[config.mk]
export PLATFORM = sky130hd
export DESIGN_NAME = uart_tx_arbiter_flat
export DESIGN_NICKNAME = d
export VERILOG_FILES = /design/src/rtl/uart_pkg.sv /design/src/rtl/uart_tx_arbiter_if.sv /design/src/rtl/uart_tx_serializer.sv /design/src/rtl/uart_tx_arbiter.sv /design/src/flat_wrapper.sv
export SDC_FILE = /design/constraint.sdc
export NUM_CORES = 1
export LEC_CHECK = 0
export CORE_UTILIZATION = 50
export DETAILED_ROUTE_END_ITERATION = 16
export PLACE_DENSITY = 0.79
export SLEW_MARGIN = 15
export SYNTH_ARGS = -nofsm -noshare
export SYNTH_HDL_FRONTEND = slang
export SYNTH_SLANG_ARGS = --single-unit
[constraint.sdc]
create_clock -name clk -period 3.4 [get_ports clk]
set_clock_uncertainty 0.15 [all_clocks]
set_input_delay 0.51 -clock clk [delete_from_list [all_inputs] [get_ports clk]]
set_output_delay 0.51 -clock clk [all_outputs]
set_load 0.01 [all_outputs]
[src/rtl/uart_pkg.sv]
// Shared types and line levels for the UART transmit arbiter slice.
package uart_pkg;
  typedef enum logic [1:0] {IDLE, START, DATA, STOP} state_t;

  localparam int   DEF_DATA_W  = 8;
  localparam int   FRAME_BITS  = DEF_DATA_W + 2;
  localparam logic IDLE_LEVEL  = 1'b1;
  localparam logic START_LEVEL = 1'b0;

  function automatic int frame_cycles(input int data_w, input int clks_per_bit);
    return (data_w + 2) * clks_per_bit;
  endfunction
endpackage

[src/rtl/uart_tx_arbiter_if.sv]
// Producer-side request bundle: per-requester level req, packed bytes, one-cycle ack.
interface uart_tx_arbiter_if #(
  parameter int N_REQ  = 4,
  parameter int DATA_W = 8
);
  logic [N_REQ-1:0]        req;
  logic [N_REQ*DATA_W-1:0] data;
  logic [N_REQ-1:0]        ack;

  modport master (output req, output data, input ack);
  modport slave  (input req, input data, output ack);
endinterface

[src/rtl/uart_tx_serializer.sv]
// 8N1 serializer: start pulse loads a byte, tx is registered, done pulses on the
// last stop-bit cycle so the caller can re-arbitrate after one idle cycle.
module uart_tx_serializer
  import uart_pkg::*;
#(
  parameter int DATA_W       = 8,
  parameter int CLKS_PER_BIT = 868
) (
  input  logic              clk,
  input  logic              rst,
  input  logic              start,
  input  logic [DATA_W-1:0] din,
  output logic              done,
  output logic              tx
);
  localparam int CNT_W = (CLKS_PER_BIT > 1) ? $clog2(CLKS_PER_BIT) : 1;
  localparam int BIT_W = (DATA_W > 1) ? $clog2(DATA_W) : 1;

  state_t            state, state_nxt;
  logic [CNT_W-1:0]  cnt, cnt_nxt;
  logic [BIT_W-1:0]  bit_idx, bit_nxt;
  logic [DATA_W-1:0] shift, shift_nxt;
  logic              tx_nxt;
  logic              last;

  assign last = (cnt == CNT_W'(CLKS_PER_BIT - 1));

  always_ff @(posedge clk) begin
    if (rst) begin
      state   <= IDLE;
      cnt     <= '0;
      bit_idx <= '0;
      shift   <= '0;
      tx      <= IDLE_LEVEL;
    end else begin
      state   <= state_nxt;
      cnt     <= cnt_nxt;
      bit_idx <= bit_nxt;
      shift   <= shift_nxt;
      tx      <= tx_nxt;
    end
  end

  always_comb begin
    state_nxt = state;
    cnt_nxt   = cnt;
    bit_nxt   = bit_idx;
    shift_nxt = shift;
    tx_nxt    = tx;
    done      = 1'b0;
    case (state)
      IDLE: begin
        tx_nxt = IDLE_LEVEL;
        if (start) begin
          state_nxt = START;
          cnt_nxt   = '0;
          shift_nxt = din;
          tx_nxt    = START_LEVEL;
        end
      end
      START: begin
        if (last) begin
          cnt_nxt   = '0;
          state_nxt = DATA;
          tx_nxt    = shift[0];
          shift_nxt = shift >> 1;
        end else begin
          cnt_nxt = cnt + CNT_W'(1);
        end
      end
      DATA: begin
        if (last) begin
          cnt_nxt = '0;
          if (bit_idx == BIT_W'(DATA_W - 1)) begin
            bit_nxt   = '0;
            state_nxt = STOP;
            tx_nxt    = IDLE_LEVEL;
          end else begin
            bit_nxt   = bit_idx + BIT_W'(1);
            tx_nxt    = shift[0];
            shift_nxt = shift >> 1;
          end
        end else begin
          cnt_nxt = cnt + CNT_W'(1);
        end
      end
      STOP: begin
        if (last) begin
          cnt_nxt   = '0;
          state_nxt = IDLE;
          tx_nxt    = IDLE_LEVEL;
          done      = 1'b1;
        end else begin
          cnt_nxt = cnt + CNT_W'(1);
        end
      end
      default: state_nxt = IDLE;
    endcase
  end
endmodule

[src/rtl/uart_tx_arbiter.sv]
// Round-robin share of one UART tx line among N_REQ producers; grant only while idle,
// ack is a registered one-hot pulse in the same cycle the start bit begins.
module uart_tx_arbiter
  import uart_pkg::*;
#(
  parameter int N_REQ        = 4,
  parameter int DATA_W       = 8,
  parameter int CLKS_PER_BIT = 868
) (
  input  logic             clk,
  input  logic             rst,
  uart_tx_arbiter_if.slave bus,
  output logic             busy,
  output logic             tx
);
  localparam int PTR_W = (N_REQ > 1) ? $clog2(N_REQ) : 1;

  logic [PTR_W-1:0]  rr_ptr, gnt_idx, ptr_nxt;
  logic              gnt_vld, start, done;
  logic [N_REQ-1:0]  ack_nxt;
  logic [DATA_W-1:0] gnt_dat;

  // First pending requester at or above the pointer, wrapping around.
  always_comb begin
    gnt_vld = 1'b0;
    gnt_idx = '0;
    for (int i = 0; i < N_REQ; i++) begin
      if (!gnt_vld && bus.req[(int'(rr_ptr) + i) % N_REQ]) begin
        gnt_vld = 1'b1;
        gnt_idx = PTR_W'((int'(rr_ptr) + i) % N_REQ);
      end
    end
  end

  assign start   = gnt_vld && !busy;
  assign gnt_dat = bus.data[int'(gnt_idx)*DATA_W +: DATA_W];
  assign ptr_nxt = (gnt_idx == PTR_W'(N_REQ - 1)) ? '0 : gnt_idx + PTR_W'(1);

  always_comb begin
    ack_nxt = '0;
    if (start) ack_nxt[gnt_idx] = 1'b1;
  end

  always_ff @(posedge clk) begin
    if (rst) begin
      rr_ptr  <= '0;
      busy    <= 1'b0;
      bus.ack <= '0;
    end else begin
      bus.ack <= ack_nxt;
      if (start) begin
        busy   <= 1'b1;
        rr_ptr <= ptr_nxt;
      end else if (done) begin
        busy <= 1'b0;
      end
    end
  end

  uart_tx_serializer #(
    .DATA_W       (DATA_W),
    .CLKS_PER_BIT (CLKS_PER_BIT)
  ) u_ser (
    .clk   (clk),
    .rst   (rst),
    .start (start),
    .din   (gnt_dat),
    .done  (done),
    .tx    (tx)
  );
endmodule

[src/flat_wrapper.sv]
// flat-port wrapper written by rule: the top's interface ports become plain ports
module uart_tx_arbiter_flat import uart_pkg::*;
#(
  parameter int N_REQ        = 4,
  parameter int DATA_W       = 8,
  parameter int CLKS_PER_BIT = 868
)
  (clk, rst, busy, tx, bus_req, bus_data, bus_ack);
  uart_tx_arbiter_if #(.N_REQ(N_REQ), .DATA_W(DATA_W)) bus_i ();
  input  logic clk;
  input  logic rst;
  output logic busy;
  output logic tx;
  input wire logic [$bits(bus_i.req)-1:0] bus_req;
  input wire logic [$bits(bus_i.data)-1:0] bus_data;
  output wire logic [$bits(bus_i.ack)-1:0] bus_ack;
  assign bus_i.req = bus_req;
  assign bus_i.data = bus_data;
  assign bus_ack = bus_i.ack;
  uart_tx_arbiter #(.N_REQ(N_REQ), .DATA_W(DATA_W), .CLKS_PER_BIT(CLKS_PER_BIT)) u_core (.clk(clk), .rst(rst), .bus(bus_i), .busy(busy), .tx(tx));
endmodule
==> run metrics <==
root buffer cell clkbuf_8; post-synth top area share a little under a third; EDFF count, synth 0; Synth Net Count around 290; I/O pin cnt between 40 and 50; PortBufs 43; fmax between 300 and 400 MHz; WHS Path Cells 1; reg2reg start u_core.u_ser.cnt[0]; WL/cell 13.3 microns; vias in the first global route between 1500 and 2000; reg2reg end u_core.u_ser.shift[7]; CP Launch Type flop; GP Congestion between 0.8 and 0.9; Worst path most repeated cell or3_1; CP max stage delay about 0.6 ns; YS warnings 0; Vias/cell approximately 5.7; later-pin clock latency in the skew report just under 0.3 ns; CP Capture Type flop; DR vias about 1900; Final nets ~330; cell taking the most area after synthesis dfxtp_1; Seq cells post-synth 31; count leader, synth dfxtp_1; clock slew at reported path FFs ~0.070 ns; CTS Buf Count 5; Antenna diodes 0; Leak Pwr between 0.9 and 1 nW; Area growth, synth to finish 29.0%; R2R setup slack about 0.71 ns; Tmin final roughly 2.7 ns; Tot GR Track Use between 20% and 30%; Mean Syn Cell Area around 8 sq um; Power per Cell Area between 500 and 600 mW/mm^2; final setup fails 0; chip width around 65 microns; crit path buf inv count 0; Hold EP u_core.u_ser.cnt[9]; sequential area share after synthesis between 30% and 40%; Setup Buffers After CTS 0; HP Start u_core.u_ser.cnt[9]; overall die area about 0.0042 sq mm; setup tns final 0 ns; Min-Delay Path Class reg -> reg; crit-path cells ha_1 > nand4b_1 > or3_1 > a2111o_1 > or3_1 > o31ai_2; crit-path leading delay family simple AND/OR/NAND/NOR gates; Syn Inst Count 239; Top FF cell, synth dfxtp_1; VDD IR max 0.298 mV; Slew @ Worst Pin ~0.74 ns; top post-synthesis cells by area dfxtp_1 (32%), ha_1 (7.7%), o21ai_0 (6.4%); WHS 0.343 ns; outcome completed; Synth Cell Area 0.00196 sq mm; Post-Route WL 4410 microns; share of synthesized registers carrying an async set or reset 0%; Post-DP HPWL ~3300 microns; die height approximately 65 microns; clk buf depth 2; Slew HR approximately 50%; Core Rows 22; maxcap violations 0; Fin. Hold Viols 0; Max Fanout on Critical Path 9; CP Data Required Time approximately 3.5 ns; # resized after CTS 0; post-route ant nets 0; Arr. time, crit path approximately 2.8 ns; GRT Residual Overflow 0; core area between 0.003 and 0.004 sq mm; Max H-tree Level 2; final period utilization around four fifths; first-pass GRT wire length 7470 microns; initial antenna violation count 0; most frequent cells after synthesis dfxtp_1 (31), nor2_1 (29), o21ai_0 (25); DRC 0; Max Slew Vio Count 0; pin count of the biggest net entering global routing 32; TritonCTS Sinks 31; RSZ-0062 raised after global routing no; post-synth cell types 40; Pre-antenna DRT Iters 4; worst setup path class reg -> reg; Worst Reg-to-Reg Cells 6; share of cells above drive strength 1 7.39%; Iter 0 DRT Violations 107; starting density of the core 52.6%; CTS tree built; Hold-fix buffers, CTS 0; CP max-delay cell a2111o_1
==> flip-flops by register name, summed over array words and instances, names as in the netlist <==
| name | count |
|---|---|
| u_core.u_ser.tx | 1 |
| u_core.u_ser.shift | 8 |
| u_core.rr_ptr | 2 |
| u_core.bus.ack | 4 |
| u_core.u_ser.cnt | 10 |
| u_core.u_ser.bit_idx | 3 |
| u_core.busy | 1 |
| u_core.u_ser.state | 2 |
==> final cells by class <==
cell class,instances,area (sq um)
Multi-Input combinational cell,191,1260
Sequential cell,31,621
Clock buffer,5,68.8
Fill cell,331,1190
Inverter,6,22.5
Timing Repair Buffer,48,468
Tap cell,48,60.1
Clock inverter,3,20.0
==> metrics by stage <==
stage                     instance area [sq um]  util (%)  power, mW  cells  worst slack, ns
final                                      2520      67.9       1.36    332            0.705
after global routing                       2520      67.9       1.46    332            0.548
after CTS                                  2520      67.9       1.36    332            0.713
after detailed placement                   2430      65.5       1.07    324            0.427
after global placement                     2430      65.5       1.06    324            0.594
after floorplan                            1960         -      0.889    239            0.973
==> where the power goes <==
part           internal [mW]  switching [mW]
logic                  0.272           0.324
registers              0.428          0.0430
clock network          0.142           0.147
total                  0.841           0.514
==> kinds of logic after synthesis <==
kind of cell             after synthesis  synth area share (%)
AO/OA/AOI/OAI                         88                  31.1
flip-flops                            31                  31.7
buffers and inverters                 17                  3.65
AND/OR/NAND/NOR                       86                  23.3
multiplexers                           5                  2.56
adder cells (fa/ha/maj)               12                  7.68
==> worst register-to-register path, delay by kind of cell (launching register included) <==
| kind | cells | cell delay [ns] |
|---|---|---|
| and+or+nand+nor | 3 | 1.06 |
| AOI/OAI and AO/OA | 2 | 0.77 |
| adders and majority gates | 1 | 0.25 |
| DFF | 1 | 0.37 |
==> per-layer routing <==
metal  part of all wire [%]  up-vias  track usage (%)
met3                    3.7        7             5.28
met4                    1.1        0             6.67
li1                       -      977                -
met1                     47      862             27.4
met5                      0        -                0
met2                     49       39             40.4
==> layout by cell type, fill, tap and decap left out, types with 3 or more instances in the layout <==
cell / netlist / routed
and3_1: 18 / 18
nand2_1: 7 / 7
nand2b_1: 3 / 3
nor2b_1: 3 / 3
dfxtp_1: 31 / 31
a31o_2: 3 / 3
buf_4: 0 / 5
ha_1: 12 / 12
mux2i_1: 5 / 5
a21boi_0: 15 / 15
nand3b_1: 3 / 3
a311oi_1: 9 / 9
inv_1: 6 / 6
nor2_1: 29 / 29
nor3_1: 6 / 6
or3_1: 3 / 3
clkbuf_8: 0 / 5
clkdlybuf4s50_1: 0 / 43
and2_1: 6 / 6
o21ai_0: 25 / 25
a21oi_1: 19 / 19
==> worst max path at each step <==
| stage | to | slack (ns) | cells after the start | from |
|---|---|---|---|---|
| 2_1_floorplan | u_core.u_ser.shift[7] | 0.97 | 7 | u_core.u_ser.cnt[0] |
| 3_3_place_gp | u_core.u_ser.shift[4] | 0.59 | 8 | bus_req[2] |
| 3_5_place_dp | u_core.u_ser.shift[7] | 0.43 | 7 | bus_req[2] |
| 4_1_cts | u_core.u_ser.shift[7] | 0.71 | 6 | u_core.u_ser.cnt[0] |
| 5_1_grt | u_core.u_ser.shift[7] | 0.55 | 7 | bus_req[2] |
| 6_report | u_core.u_ser.shift[7] | 0.71 | 6 | u_core.u_ser.cnt[0] |
Power figures use the tool's default switching activity.
